$ cat src/rtl/irq_request_latch.sv
// Interrupt request latch: per-channel edge/level capture with freeze, per-channel clear and masked priority select.
// Optional IRQ_SYNC_EN macro inserts a two-flop synchroniser on every request pin.
module irq_request_latch #(
    parameter int NUM_IRQ = 8,
    parameter int ID_W    = 3
) (
    input  logic               clock,
    input  logic               reset,
    input  logic [NUM_IRQ-1:0] interrupt_req_pin,
    input  logic [NUM_IRQ-1:0] level_mode,
    input  logic               freeze,
    input  logic [NUM_IRQ-1:0] clear_interrupt_req,
    input  logic [NUM_IRQ-1:0] interrupt_mask,
    output logic [NUM_IRQ-1:0] interrupt_req_register,
    output logic               req_valid,
    output logic [ID_W-1:0]    req_id
);

    logic [NUM_IRQ-1:0] pin_s;
    logic [NUM_IRQ-1:0] pin_prev_p1;
    logic [NUM_IRQ-1:0] pend_p1;
    logic [NUM_IRQ-1:0] edge_evt;
    logic [NUM_IRQ-1:0] reg_base;
    logic [NUM_IRQ-1:0] reg_nxt;
    logic [NUM_IRQ-1:0] pend_nxt;
    logic [NUM_IRQ-1:0] active;

`ifdef IRQ_SYNC_EN
    logic [NUM_IRQ-1:0] pin_sync_p0;
    logic [NUM_IRQ-1:0] pin_sync_p1;

    // Stage p0/p1: metastability guard for the asynchronous request lines
    always_ff @(posedge clock or posedge reset) begin
        if (reset) begin
            pin_sync_p0 <= '0;
            pin_sync_p1 <= '0;
        end else begin
            pin_sync_p0 <= interrupt_req_pin;
            pin_sync_p1 <= pin_sync_p0;
        end
    end

    assign pin_s = pin_sync_p1;
`else
    assign pin_s = interrupt_req_pin;
`endif

    // Clear wins over everything, including freeze and a coincident edge
    always_comb begin
        edge_evt = pin_s & ~pin_prev_p1 & ~level_mode;
        reg_base = (level_mode & pin_s) | (~level_mode & interrupt_req_register);
        reg_nxt  = interrupt_req_register;
        pend_nxt = pend_p1;
        if (freeze) begin
            reg_nxt  = interrupt_req_register & ~clear_interrupt_req;
            pend_nxt = (pend_p1 | edge_evt) & ~clear_interrupt_req;
        end else begin
            reg_nxt  = (reg_base | pend_p1 | edge_evt) & ~clear_interrupt_req;
            pend_nxt = '0;
        end
    end

    // Stage p1: latched request state
    always_ff @(posedge clock or posedge reset) begin
        if (reset) begin
            interrupt_req_register <= '0;
            pend_p1                <= '0;
            pin_prev_p1            <= '0;
        end else begin
            interrupt_req_register <= reg_nxt;
            pend_p1                <= pend_nxt;
            pin_prev_p1            <= pin_s;
        end
    end

    assign active    = interrupt_req_register & ~interrupt_mask;
    assign req_valid = |active;

    // Scan downwards so the lowest active index is the last (winning) assignment
    always_comb begin
        req_id = '0;
        for (int i = NUM_IRQ - 1; i >= 0; i--) begin
            if (active[i]) begin
                req_id = i[ID_W-1:0];
            end
        end
    end

endmodule
$ cat config.mk
export PLATFORM = sky130hd
export DESIGN_NAME = irq_request_latch
export DESIGN_NICKNAME = d
export VERILOG_FILES = /design/src/rtl/irq_request_latch.sv
export SDC_FILE = /design/constraint.sdc
export NUM_CORES = 1
export LEC_CHECK = 0
export ABC_AREA = 1
export CAP_MARGIN = 5
export CELL_PAD_IN_SITES_DETAIL_PLACEMENT = 0
export CELL_PAD_IN_SITES_GLOBAL_PLACEMENT = 1
export CORE_MARGIN = 1
export CORE_UTILIZATION = 32
export DETAILED_ROUTE_END_ITERATION = 7
export GPL_ROUTABILITY_DRIVEN = 0
export HOLD_SLACK_MARGIN = 0.06
export PLACE_DENSITY = 0.86
export SLEW_MARGIN = 20
export SYNTH_ARGS = -nofsm -noshare
export SYNTH_HDL_FRONTEND = slang
export SYNTH_SLANG_ARGS = --single-unit
export TNS_END_PERCENT = 1
$ cat constraint.sdc
create_clock -name clock -period 2.21 [get_ports clock]
set_input_delay 0.221 -clock clock [delete_from_list [all_inputs] [get_ports clock]]
set_output_delay 0.221 -clock clock [all_outputs]
set_load 0.02 [all_outputs]
==> flow_results.xml <==
<?xml version="1.0" encoding="UTF-8"?>
<metrics>
  <group name="floorplan">
    <metric name="core_area" unit="um2">3360</metric>
    <metric name="ioPinCount" unit="">47</metric>
    <metric name="die_width" unit="um">61.5</metric>
    <metric name="die_area" unit="um2">3780</metric>
    <metric name="chipHeight" unit="um">61.5</metric>
    <metric name="initial_utilization" unit="%">33.7</metric>
    <metric name="num_rows" unit="">21</metric>
  </group>
  <group name="clocking">
    <metric name="h-tree-depth" unit="">1</metric>
    <metric name="tritoncts" unit="">yes</metric>
    <metric name="post_cts_buffers" unit="">0</metric>
    <metric name="number_of_buffers_added_by_the_clock_tree_synthesis_step" unit="">3</metric>
    <metric name="clock_latency" unit="ns">0.30</metric>
    <metric name="maximum_clock_path_buffer_count" unit="">2</metric>
    <metric name="cts.sinks" unit="">24</metric>
    <metric name="cts_root_buf" unit="">sky130_fd_sc_hd__clkbuf_4</metric>
    <metric name="clk_pin_slew" unit="ns">0.12</metric>
  </group>
  <group name="power">
    <metric name="irDropWorstVdd" unit="uV">284</metric>
    <metric name="static-leakage-power" unit="nW">0.804</metric>
    <metric name="power_per_cell_area" unit="nW/um2">518</metric>
  </group>
  <group name="layout">
    <metric name="final-seq-area" unit="um2">601</metric>
    <metric name="finish.net_count" unit="">226</metric>
    <metric name="area_of_combinational_cells_with_multiple_inputs" unit="um2">413</metric>
    <metric name="layout_cell_share_with_drive_strength_beyond_1" unit="%">4.23</metric>
    <metric name="antennaDiodeCount" unit="">0</metric>
    <metric name="area_delta_synth_final" unit="%">47.5</metric>
    <metric name="filler_instances" unit="">341</metric>
  </group>
  <group name="synth">
    <metric name="synth_seq_cells" unit="">24</metric>
    <metric name="netlist.area_leader.share" unit="%">53.0</metric>
    <metric name="synth_flop_type" unit="">sky130_fd_sc_hd__dfrtp_1</metric>
    <metric name="cell_area_after_synthesis" unit="um2">1130</metric>
    <metric name="synth_most_common_cell" unit="">sky130_fd_sc_hd__nand2_1</metric>
    <metric name="synth.top_cells.by_area" unit="">sky130_fd_sc_hd__dfrtp_1 (53%), sky130_fd_sc_hd__nand2_1 (13%), sky130_fd_sc_hd__inv_1 (8.3%)</metric>
    <metric name="synth.net_count" unit="">175</metric>
    <metric name="synth_common_cells" unit="">sky130_fd_sc_hd__nand2_1 (38), sky130_fd_sc_hd__inv_1 (25), sky130_fd_sc_hd__dfrtp_1 (24)</metric>
    <metric name="synth.distinct_cells" unit="">14</metric>
    <metric name="synth-warning-count" unit="">0</metric>
    <metric name="synth_edf_count" unit="">0</metric>
    <metric name="syn_inst" unit="">140</metric>
    <metric name="yosysSeqAreaShare" unit="%">53.0</metric>
    <metric name="postSynthAreaPerCell" unit="um2">8.10</metric>
    <metric name="synth.largest_area_cell" unit="">sky130_fd_sc_hd__dfrtp_1</metric>
    <metric name="ys_async_sr_fraction" unit="%">100</metric>
  </group>
  <group name="timing">
    <metric name="final_min_period_over_clock_period" unit="%">89.4</metric>
    <metric name="timing.final.ws_setup" unit="ns">0.233</metric>
    <metric name="fin_skew" unit="ns">0.00569</metric>
    <metric name="post_route_worst_hold_slack" unit="ns">0.245</metric>
    <metric name="hold_viol_final" unit="">0</metric>
    <metric name="fmax" unit="MHz">506</metric>
    <metric name="rsz0062_at_grt" unit="">no</metric>
    <metric name="final_setup_violating_endpoints" unit="">0</metric>
    <metric name="tightest_slew" unit="ns">0.325</metric>
    <metric name="fin_tns_setup" unit="ns">0</metric>
    <metric name="finalMaxSlewViolations" unit="">0</metric>
    <metric name="fin_crit" unit="ns">1.98</metric>
    <metric name="slew_headroom" unit="%">78.2</metric>
  </group>
  <group name="place">
    <metric name="port_buffers" unit="">46</metric>
    <metric name="worst_setup_slack_before_clock_tree_synthesis" unit="ns">0.214</metric>
    <metric name="detailedPlacementHpwl" unit="um">2080</metric>
  </group>
  <group name="critical_path">
    <metric name="critical_path_peak_fanout" unit="">3</metric>
    <metric name="critical_path_sink_type" unit="">output port</metric>
    <metric name="worstSetupPathType" unit="">register to output port</metric>
    <metric name="timing.critical_path.from_type" unit="">register</metric>
    <metric name="cp_data_arrival_time" unit="ns">1.76</metric>
    <metric name="required_time_worst_endpoint" unit="ns">1.99</metric>
  </group>
  <group name="global_routing">
    <metric name="grt_pass1_wl" unit="um">3940</metric>
    <metric name="grt_max_degree" unit="">25</metric>
    <metric name="globalRoute.totalOverflow" unit="">0</metric>
    <metric name="initial_antenna_violation_count" unit="">0</metric>
    <metric name="track_usage" unit="%">14.2</metric>
    <metric name="first_global_vias" unit="">995</metric>
  </group>
  <group name="outcome">
    <metric name="outcome" unit="">completed</metric>
  </group>
  <group name="routing">
    <metric name="drt_pre_antenna_iters" unit="">5</metric>
    <metric name="drtIter0Drc" unit="">30</metric>
    <metric name="drcViolationCount" unit="">0</metric>
    <metric name="total_via_count_in_the_routed_design" unit="">1072</metric>
    <metric name="wire_per_inst" unit="um">10.8</metric>
    <metric name="drt-vias-per-instance" unit="">4.56</metric>
    <metric name="routed_wirelength" unit="um">2550</metric>
    <metric name="drtAntennaViolNets" unit="">0</metric>
  </group>
  <group name="hold_path">
    <metric name="worst_hold_path_type" unit="">input pin to async pin</metric>
  </group>
  <group name="flow_run">
    <metric name="max-cap-violations" unit="">0</metric>
  </group>
</metrics>
==> layout by cell type, fill, tap and decap left out <==
master	n
sky130_fd_sc_hd__nand3_2	2
sky130_fd_sc_hd__clkbuf_4	3
sky130_fd_sc_hd__nand3b_1	6
sky130_fd_sc_hd__nor3_1	1
sky130_fd_sc_hd__dfrtp_1	24
sky130_fd_sc_hd__nor2_1	13
sky130_fd_sc_hd__inv_2	1
sky130_fd_sc_hd__buf_4	2
sky130_fd_sc_hd__nand2_1	38
sky130_fd_sc_hd__dlymetal6s2s_1	2
sky130_fd_sc_hd__o21ai_1	3
sky130_fd_sc_hd__clkdlybuf4s50_1	44
sky130_fd_sc_hd__nand3_1	6
sky130_fd_sc_hd__a21oi_1	1
sky130_fd_sc_hd__inv_1	25
sky130_fd_sc_hd__a31oi_1	9
sky130_fd_sc_hd__o21ai_0	9
==> final timing paths <==
path	start	to	slack (ns)	cells past startpoint
max	interrupt_req_register[7]$_DFF_PP0_	req_id[1]	0.23	5
min	reset	pin_prev_p1[7]$_DFF_PP0_	0.24	3
max reg2reg	pin_prev_p1[1]$_DFF_PP0_	interrupt_req_register[1]$_DFF_PP0_	1.28	4
min reg2reg	pin_prev_p1[7]$_DFF_PP0_	pend_p1[7]$_DFF_PP0_	0.56	3
max in group asynchronous	reset	pend_p1[3]$_DFF_PP0_	1.73	3
min in group clock	interrupt_req_pin[7]	pin_prev_p1[7]$_DFF_PP0_	0.41	1
==> final cells by class <==
class                      count  area share [%]
multi-input combinational     88            24.7
inverter                      26            5.84
tap                           46            3.44
clock buffer                   3            1.35
sequential                    24            35.9
timing repair buffer          48            28.7
==> critical path, stage by stage, from the launching register on <==
cell and delay, ns:
sky130_fd_sc_hd__dfrtp_1 0.41, sky130_fd_sc_hd__inv_1 0.08, sky130_fd_sc_hd__o21ai_1 0.16, sky130_fd_sc_hd__a31oi_1 0.10
sky130_fd_sc_hd__nor2_1 0.10, sky130_fd_sc_hd__clkdlybuf4s50_1 0.61
==> metal layers <==
| layer | part of all wire, % | global-route usage [%] | wire (um) |
|---|---|---|---|
| met2 | 50 | 25.3 | 1280 |
| met3 | 4.6 | 1.89 | 118 |
| met4 | 0.39 | 4.76 | 10 |
| met5 | 0 | 0 | 0 |
| met1 | 45 | 17.5 | 1140 |
==> where the power goes <==
part,switching (mW),internal (mW),total (mW)
logic,0.104,0.115,0.219
registers,0.0108,0.459,0.470
clock network,0.114,0.0635,0.177
total,0.229,0.638,0.867
==> cell families (layout without fill, tap and decap cells) <==
| logic type | count (synthesis) | in the layout | share of synthesized area (%) |
|---|---|---|---|
| AND/OR/NAND/NOR | 66 | 66 | 25.7 |
| AO/OA/AOI/OAI | 22 | 22 | 10.7 |
| flip-flops | 24 | 24 | 53.0 |
| buffers and inverters | 28 | 77 | 10.6 |
==> metrics by stage <==
step | utilization [%] | instances | power [mW] | cell area, um2
6_report | 49.7 | 235 | 0.867 | 1670
3_5_place_dp | 48.9 | 232 | 0.701 | 1640
5_1_grt | 49.7 | 235 | 0.926 | 1670
2_1_floorplan | - | 140 | 0.572 | 1130
3_3_place_gp | 48.9 | 232 | 0.697 | 1640
4_1_cts | 49.6 | 235 | 0.882 | 1670
==> registers in the layout, indices dropped and copies added, names as in the netlist <==
signal                  cells
pin_prev_p1                 8
pend_p1                     8
interrupt_req_register      8
==> what timing repair did <==
action	in CTS	in global routing
endpoints found under the setup margin	0	3
hold buffers	0	0
resized for setup	0	3
hold endpoints to repair	0	0
Power figures use the tool's default switching activity.
